===== src/rtl/i2c_pkg.sv =====
// ============================================================================
// Module : i2c_pkg
// Brief  : Shared master state codes, controller states and timeout limit.
// Rev    : 1.0
// ============================================================================
`default_nettype none

package i2c_pkg;

  localparam logic [3:0] MST_IDLE      = 4'd0;
  localparam logic [3:0] MST_SEND_STOP = 4'd1;
  localparam logic [3:0] MST_RECV_ACK  = 4'd4;
  localparam logic [3:0] MST_SEND_DATA = 4'd5;
  localparam logic [3:0] MST_RECV_DATA = 4'd6;
  localparam logic [3:0] MST_SEND_ACK  = 4'd7;

  typedef enum logic [2:0] {
    ST_IDLE   = 3'd0,
    ST_LAUNCH = 3'd1,
    ST_RUN    = 3'd2,
    ST_DRAIN  = 3'd3,
    ST_DONE   = 3'd4
  } ctrl_state_e;

  localparam logic [11:0] TIMEOUT_MAX = 12'hFFF;

endpackage

`default_nettype wire


===== src/rtl/i2c_sync_fifo.sv =====
// ============================================================================
// Module : i2c_sync_fifo
// Brief  : Single-clock FIFO; head reads as zero while empty.
// Rev    : 1.0
// ============================================================================
`default_nettype none

module i2c_sync_fifo #(
  parameter int WIDTH = 8,
  parameter int DEPTH = 8
) (
  input  logic             clk_i,
  input  logic             rst_i,
  input  logic             wr_en_i,
  input  logic [WIDTH-1:0] wr_data_i,
  input  logic             rd_en_i,
  output logic [WIDTH-1:0] rd_data_o,
  output logic             full_o,
  output logic             empty_o
);

  localparam int AW = (DEPTH > 1) ? $clog2(DEPTH) : 1;
  localparam logic [AW:0] C_FULL = (AW + 1)'(DEPTH);

  logic [WIDTH-1:0] mem_q [DEPTH];
  logic [AW-1:0]    wptr_q;
  logic [AW-1:0]    rptr_q;
  logic [AW:0]      cnt_q;
  logic             push;
  logic             pop;

  assign full_o    = (cnt_q == C_FULL);
  assign empty_o   = (cnt_q == '0);
  assign push      = wr_en_i && !full_o;
  assign pop       = rd_en_i && !empty_o;
  assign rd_data_o = empty_o ? '0 : mem_q[rptr_q];

  always_ff @(posedge clk_i) begin
    if (push) mem_q[wptr_q] <= wr_data_i;
  end

  // Power-of-two depth lets the pointers wrap naturally.
  always_ff @(posedge clk_i) begin
    if (rst_i) begin
      wptr_q <= '0;
      rptr_q <= '0;
      cnt_q  <= '0;
    end else begin
      if (push) wptr_q <= wptr_q + 1'b1;
      if (pop)  rptr_q <= rptr_q + 1'b1;
      case ({push, pop})
        2'b10:   cnt_q <= cnt_q + 1'b1;
        2'b01:   cnt_q <= cnt_q - 1'b1;
        default: cnt_q <= cnt_q;
      endcase
    end
  end

endmodule

`default_nettype wire


===== src/rtl/i2c_xfer_ctrl.sv =====
// ============================================================================
// Module : i2c_xfer_ctrl
// Brief  : Request-driven I2C transfer sequencer with TX/RX byte FIFOs.
//          Optional watchdog enabled by macro I2C_XFER_TIMEOUT_EN.
// Rev    : 1.0
// ============================================================================
`default_nettype none

module i2c_xfer_ctrl
  import i2c_pkg::*;
#(
  parameter int ADDRESSLENGTH = 7,
  parameter int FIFO_DEPTH    = 8
) (
  input  logic                     CLK,
  input  logic                     RST,
  input  logic                     req_valid,
  output logic                     req_ready,
  input  logic [ADDRESSLENGTH-1:0] req_addr,
  input  logic                     req_rnw,
  input  logic [3:0]               req_nbytes,
  input  logic                     tx_wr_en,
  input  logic [7:0]               tx_wr_data,
  output logic                     tx_full,
  input  logic                     rx_rd_en,
  output logic [7:0]               rx_rd_data,
  output logic                     rx_empty,
  output logic                     busy,
  output logic                     done,
  output logic                     nack_err,
  output logic                     timeout,
  output logic                     m_start,
  output logic                     m_rorw,
  output logic [ADDRESSLENGTH-1:0] m_addr,
  output logic [3:0]               m_nbytes,
  output logic [7:0]               m_data_to_slave,
  input  logic [7:0]               m_data_from_slave,
  input  logic [3:0]               m_state
);

  ctrl_state_e              state_q, state_d;
  logic [ADDRESSLENGTH-1:0] addr_q;
  logic                     rorw_q;
  logic [3:0]               nbytes_q;
  logic [3:0]               cnt_q;
  logic                     nack_q;
  logic                     timeout_q;
  logic [3:0]               mst_prev_q;
  logic                     tx_empty;
  logic                     rx_full;
  logic                     accept;
  logic                     active;
  logic                     tx_pop;
  logic                     rx_push;
  logic                     tmo_hit;

  assign accept  = (state_q == ST_IDLE) && req_valid;
  assign active  = (state_q == ST_LAUNCH) || (state_q == ST_RUN);
  assign tx_pop  = active && (mst_prev_q == MST_SEND_DATA) && (m_state == MST_RECV_ACK) && !tx_empty;
  assign rx_push = active && (mst_prev_q == MST_RECV_DATA) && (m_state == MST_SEND_ACK) && !rx_full;

  i2c_sync_fifo #(.WIDTH(8), .DEPTH(FIFO_DEPTH)) u_tx_fifo (
    .clk_i     (CLK),
    .rst_i     (RST),
    .wr_en_i   (tx_wr_en),
    .wr_data_i (tx_wr_data),
    .rd_en_i   (tx_pop),
    .rd_data_o (m_data_to_slave),
    .full_o    (tx_full),
    .empty_o   (tx_empty)
  );

  i2c_sync_fifo #(.WIDTH(8), .DEPTH(FIFO_DEPTH)) u_rx_fifo (
    .clk_i     (CLK),
    .rst_i     (RST),
    .wr_en_i   (rx_push),
    .wr_data_i (m_data_from_slave),
    .rd_en_i   (rx_rd_en),
    .rd_data_o (rx_rd_data),
    .full_o    (rx_full),
    .empty_o   (rx_empty)
  );

`ifdef I2C_XFER_TIMEOUT_EN
  logic [11:0] tmo_cnt_q;

  always_ff @(posedge CLK) begin
    if (RST || !active) tmo_cnt_q <= '0;
    else                tmo_cnt_q <= tmo_cnt_q + 12'd1;
  end

  assign tmo_hit = active && (tmo_cnt_q == TIMEOUT_MAX);
`else
  assign tmo_hit = 1'b0;
`endif

  always_comb begin
    state_d   = state_q;
    req_ready = 1'b0;
    m_start   = 1'b0;
    case (state_q)
      ST_IDLE: begin
        req_ready = 1'b1;
        if (req_valid) state_d = (req_nbytes == 4'd0) ? ST_DONE : ST_LAUNCH;
      end
      ST_LAUNCH: begin
        // A write waits for data; start stays up through the cycle the master reacts.
        if (tmo_hit) begin
          state_d = ST_DONE;
        end else if (!rorw_q || !tx_empty) begin
          m_start = 1'b1;
          if (m_state != MST_IDLE) state_d = ST_RUN;
        end
      end
      ST_RUN: begin
        if (tmo_hit)                   state_d = ST_DONE;
        else if (m_state == MST_IDLE)  state_d = ST_DRAIN;
      end
      ST_DRAIN: state_d = ST_DONE;
      ST_DONE:  state_d = ST_IDLE;
      default:  state_d = ST_IDLE;
    endcase
  end

  always_ff @(posedge CLK) begin
    if (RST) begin
      state_q    <= ST_IDLE;
      addr_q     <= '0;
      rorw_q     <= 1'b0;
      nbytes_q   <= '0;
      cnt_q      <= '0;
      nack_q     <= 1'b0;
      timeout_q  <= 1'b0;
      mst_prev_q <= MST_IDLE;
    end else begin
      state_q    <= state_d;
      mst_prev_q <= m_state;
      if (accept) begin
        addr_q    <= req_addr;
        rorw_q    <= !req_rnw;
        nbytes_q  <= req_nbytes;
        cnt_q     <= '0;
        nack_q    <= (req_nbytes == 4'd0);
        timeout_q <= 1'b0;
      end else begin
        if ((tx_pop || rx_push) && (cnt_q < nbytes_q)) cnt_q <= cnt_q + 4'd1;
        if ((state_q == ST_RUN) && (m_state == MST_SEND_STOP) && (cnt_q < nbytes_q)) nack_q <= 1'b1;
        if (tmo_hit) timeout_q <= 1'b1;
      end
    end
  end

  assign busy     = (state_q != ST_IDLE);
  assign done     = (state_q == ST_DONE);
  assign nack_err = nack_q;
  assign timeout  = timeout_q;
  assign m_rorw   = rorw_q;
  assign m_addr   = addr_q;
  assign m_nbytes = nbytes_q;

endmodule

`default_nettype wire


===== config.mk =====
export PLATFORM = sky130hd
export DESIGN_NAME = i2c_xfer_ctrl
export DESIGN_NICKNAME = d
export VERILOG_FILES = /design/src/rtl/i2c_pkg.sv /design/src/rtl/i2c_sync_fifo.sv /design/src/rtl/i2c_xfer_ctrl.sv
export SDC_FILE = /design/constraint.sdc
export NUM_CORES = 1
export LEC_CHECK = 0
export ABC_AREA = 1
export CORE_MARGIN = 2
export CORE_UTILIZATION = 59
export CTS_BUF_LIST = sky130_fd_sc_hd__clkbuf_4 sky130_fd_sc_hd__clkbuf_8
export DETAILED_ROUTE_END_ITERATION = 7
export PLACE_DENSITY = 0.82
export SETUP_SLACK_MARGIN = 0.5
export SLEW_MARGIN = 20
export SYNTH_ARGS = -nofsm -noshare
export SYNTH_HDL_FRONTEND = slang
export SYNTH_HIERARCHICAL = 1
export SYNTH_SLANG_ARGS = --single-unit

===== constraint.sdc =====
create_clock -name CLK -period 3.3 [get_ports CLK]
set_input_delay 0.99 -clock CLK [delete_from_list [all_inputs] [get_ports CLK]]
set_output_delay 0.99 -clock CLK [all_outputs]
set_load 0.02 [all_outputs]

==> impl_metrics.csv <==
group,metric,value,unit
routing,drt_iter0_drc,364,
synthesis,avgSynthCellArea,10.3,um^2
synthesis,synth_top_family_by_area,"simple AND/OR/NAND/NOR gates",
clock_tree,numCtsBuffers,17,
outcome,outcome,"finished clean",
global_route,use_met1,30.0,%
pwr,p_leak,3.61,nW
floorplanning,initial_utilization,60.5,%
global_route,grt_pass1_wl,27300,um
pwr,p_sw,2.01,mW
setup_path,worst_r2r_path_depth,18,
layout,final_nets,897,
routing,drt_first_pass_iters,5,
worst_hold_path,hold-path-cell-count,2,
global_route,grt_max_degree,30,
timing,tns,0,ps
timing,fin_crit_sh,83.9,%
clock_tree,cts_root_buffer,"clkbuf_8",
pwr,pwr-share-clk,25.7,%
place,placed_cells,988,
synthesis,ys_ff_latch,178,
place,dp_hpwl,11200,um
setup_path,cp-start-kind,"flop",
global_route,use_met2,44.4,%
layout,drive_gt1_share,17.8,%
clock_tree,path_clk_slew,80,ps
setup_path,path_max_fanout,12,
worst_hold_path,min_to,"cnt_q[3]",
pwr,pwr-share-comb,31.4,%
layout,fin_area,9330,um^2
floorplanning,fp.dieW,118,um
timing,hold_viol_final,0,
synthesis,synthAdderAreaFrac,2.29,%
setup_path,crit_arrival,1780,ps
pwr,seq_power_share,42.8,%
worst_hold_path,hp-start,"cnt_q[3]",
synthesis,synth-compound-area-share,11.1,%
timing,setup_viol,0,
floorplanning,coreArea,12700,um^2
setup_path,r2r-start,"u_tx_fifo/cnt_q[1]",
floorplanning,die_area,13900,um^2
pwr,power_density,660,nW/um^2
synthesis,syn_inst,742,
timing,worstMarginPinSlew,562,ps
global_route,busiest_layer,"met2",
timing,skew,11.2,ps
pwr,cell_internal_pwr,4.15,mW
pwr,vdd_drop_max,293,uV
clock_tree,clockBufferDepth,2,
timing,slew-limit-headroom,62.5,%
timing,fin_crit,2770,ps
routing,drcViolationCount,0,
layout,antennaDiodeCount,0,
clock_tree,clock_latency,460,ps
global_route,grt_use_met3,4.99,%
synthesis,async_reset_ff_share,0,%
routing,final_antenna_net_count,0,
clock_tree,htree_levels,4,
timing,final-max-slew-violation-count,0,
place,place.port_buffers,71,
synthesis,syn-cell-area,7660,um^2
routing,wl_per_cell,16.5,um
synthesis,yosys.area_share.simple,17.3,%
job,cap_violations,0,
floorplanning,io_pins,73,
global_route,first_global_vias,5536,
synthesis,ys_types,35,
setup_path,r2r_end,"u_tx_fifo/cnt_q[2]",
synthesis,synth_edf_count,128,
global_route,grt_use_total,24.8,%
layout,fin_cells,1031,
place,post_dp_cell_area,8660,um^2
synthesis,synth_xor_area_share,0.457,%
worst_hold_path,worst_hold_path_type,"reg2reg",
synthesis,synth_nets,793,
routing,via_per_inst,5.45,
routing,wl,17000,um
layout,area_growth,21.8,%
synthesis,synth_mux_area_share,0,%
setup_path,cp-end-kind,"primary output",
global_route,antenna_found_initial,0,
setup_path,worstSetupPathType,"reg2out",
timing,rsz0062_at_grt,"true",
floorplanning,die_h,118,um
layout,fillers,851,
pwr,swShare,32.6,%
synthesis,synth_ff_type,"edfxtp_1",
global_route,gr-total-overflow,0,
routing,vias,5624,
place,gp_congestion,0.843,
synthesis,yosys_warnings,6,
timing,clock.fmax,361,MHz
clock_tree,clock_sinks,178,
floorplanning,fp-row-count,41,
setup_path,critPathRequiredTime,2310,ps
synthesis,yosysSeqAreaShare,63.2,%
clock_tree,cts_tree,"built",
setup_path,reg2reg_setup_slack,810,ps
[registers in the layout, summed over array words and instances (netlist names), 4 cells and up, named ones only]
register         flops
u_tx_fifo/mem_q     64
m_nbytes             4
cnt_q                4
u_rx_fifo/mem_q     64
m_addr               7
u_rx_fifo/cnt_q      4
u_tx_fifo/cnt_q      4
mst_prev_q           4
[cells in the final DEF (no fill, tap or decap), types with 14 or more instances in the layout]
cell | Yosys | layout
nand3_1 | 16 | 16
edfxtp_1 | 128 | 128
clkbuf_8 | 0 | 20
o21ai_0 | 32 | 29
a21oi_1 | 30 | 28
buf_4 | 6 | 36
o21ai_1 | 55 | 55
nor2_1 | 166 | 163
clkdlybuf4s50_1 | 0 | 48
inv_1 | 63 | 60
dfxtp_1 | 50 | 45
o211ai_1 | 14 | 14
nand2_1 | 72 | 71
[per-stage QoR]
step	setup slack [ps]	hold WS, ps	utilization [%]	total power, mW
after floorplan	680	456	-	3.81
after global placement	127	469	68.4	4.40
after detailed placement	-44.3	481	68.4	4.48
after CTS	445	496	72.7	6.05
after global routing	416	513	73.6	6.44
final	533	493	73.6	6.15
[power by group through the flow]
stage | Clock [mW] | Sequential, mW | Combinational (mW)
6_report | 1.58 | 2.64 | 1.93
5_1_grt | 1.69 | 2.65 | 2.10
2_1_floorplan | 0 | 2.71 | 1.10
4_1_cts | 1.61 | 2.63 | 1.81
3_5_place_dp | 0 | 2.66 | 1.82
3_3_place_gp | 0 | 2.65 | 1.75
[layer usage]
metal | up-vias | wire length [um] | part of all wire (%)
met4 | 0 | 261 | 1.5
met2 | 181 | 8820 | 52
li1 | 2728 | - | -
met1 | 2690 | 7060 | 42
met5 | - | 0 | 0
met3 | 25 | 847 | 5.0
[cells in the mapped netlist (2+ instances only)]
master	number	share of area, %
nor2_1	166	8.1
o21ai_1	55	3.6
nor2_2	5	0.41
or2_1	2	0.16
o211ai_2	2	0.33
buf_6	3	0.44
nor3_1	5	0.33
dfxtp_1	50	13
nand3_4	2	0.46
clkbuf_1	5	0.24
o22ai_1	16	1.3
nand3_1	16	1.0
o21ai_0	32	2.1
nand2_2	7	0.57
ha_1	14	2.3
buf_4	6	0.59
a21oi_1	30	2.0
nand3_2	5	0.65
a211oi_2	2	0.33
edfxtp_1	128	50
inv_2	8	0.39
or2_2	3	0.24
inv_1	63	3.1
nor3b_2	4	0.65
nand2_1	72	3.5
o211ai_1	14	1.4
buf_2	13	0.85
nand2_4	4	0.59
xnor2_1	4	0.46
[worst max path at each step]
stage / depth (start not counted) / slack (ps) / start / end
2_1_floorplan: 16 / 680 / m_state[0] / u_tx_fifo/cnt_q[2]
4_1_cts: 7 / 450 / flop / m_data_to_slave[0]
3_5_place_dp: 16 / -40 / m_state[2] / u_tx_fifo/cnt_q[2]
6_report: 8 / 530 / flop / m_data_to_slave[0]
3_3_place_gp: 16 / 130 / m_state[2] / u_tx_fifo/cnt_q[2]
5_1_grt: 17 / 420 / m_state[0] / u_tx_fifo/cnt_q[2]
[cell families (layout without fill, tap and decap cells)]
logic type,Yosys count,in the layout
buffers and inverters,98,215
AO/OA/AOI/OAI,152,152
XOR/XNOR,4,4
other,1,1
AND/OR/NAND/NOR,295,295
adder cells (fa/ha/maj),14,14
flip-flops,178,178
[worst max-delay path, stage by stage (launching register included)]
cell,delay [ps]
dfxtp_4,400
buf_6,150
nor2_1,60
nor2_1,100
o21ai_1,90
o211ai_1,110
nand2_1,110
nor2_1,110
buf_2,180
[timing repair]
action / in CTS / in global routing
pin swaps: 2 / 6
resized for setup: 83 / 38
hold buffers: 0 / 0
setup buffers: 3 / 6
gates cloned: 1 / 1
endpoints found under the setup margin: 20 / 21
[cell type report]
cell class                 instances  area [um^2]  area share (%)
timing repair buffer             112         1090            11.7
sequential                       178         4860            52.1
clock buffer                      24          305            3.27
tap                              172          215            2.31
clock inverter                     8          129            1.38
multi-input combinational        466         2450            26.2
inverter                          71          287            3.07
(Power assumes the default switching activity.)
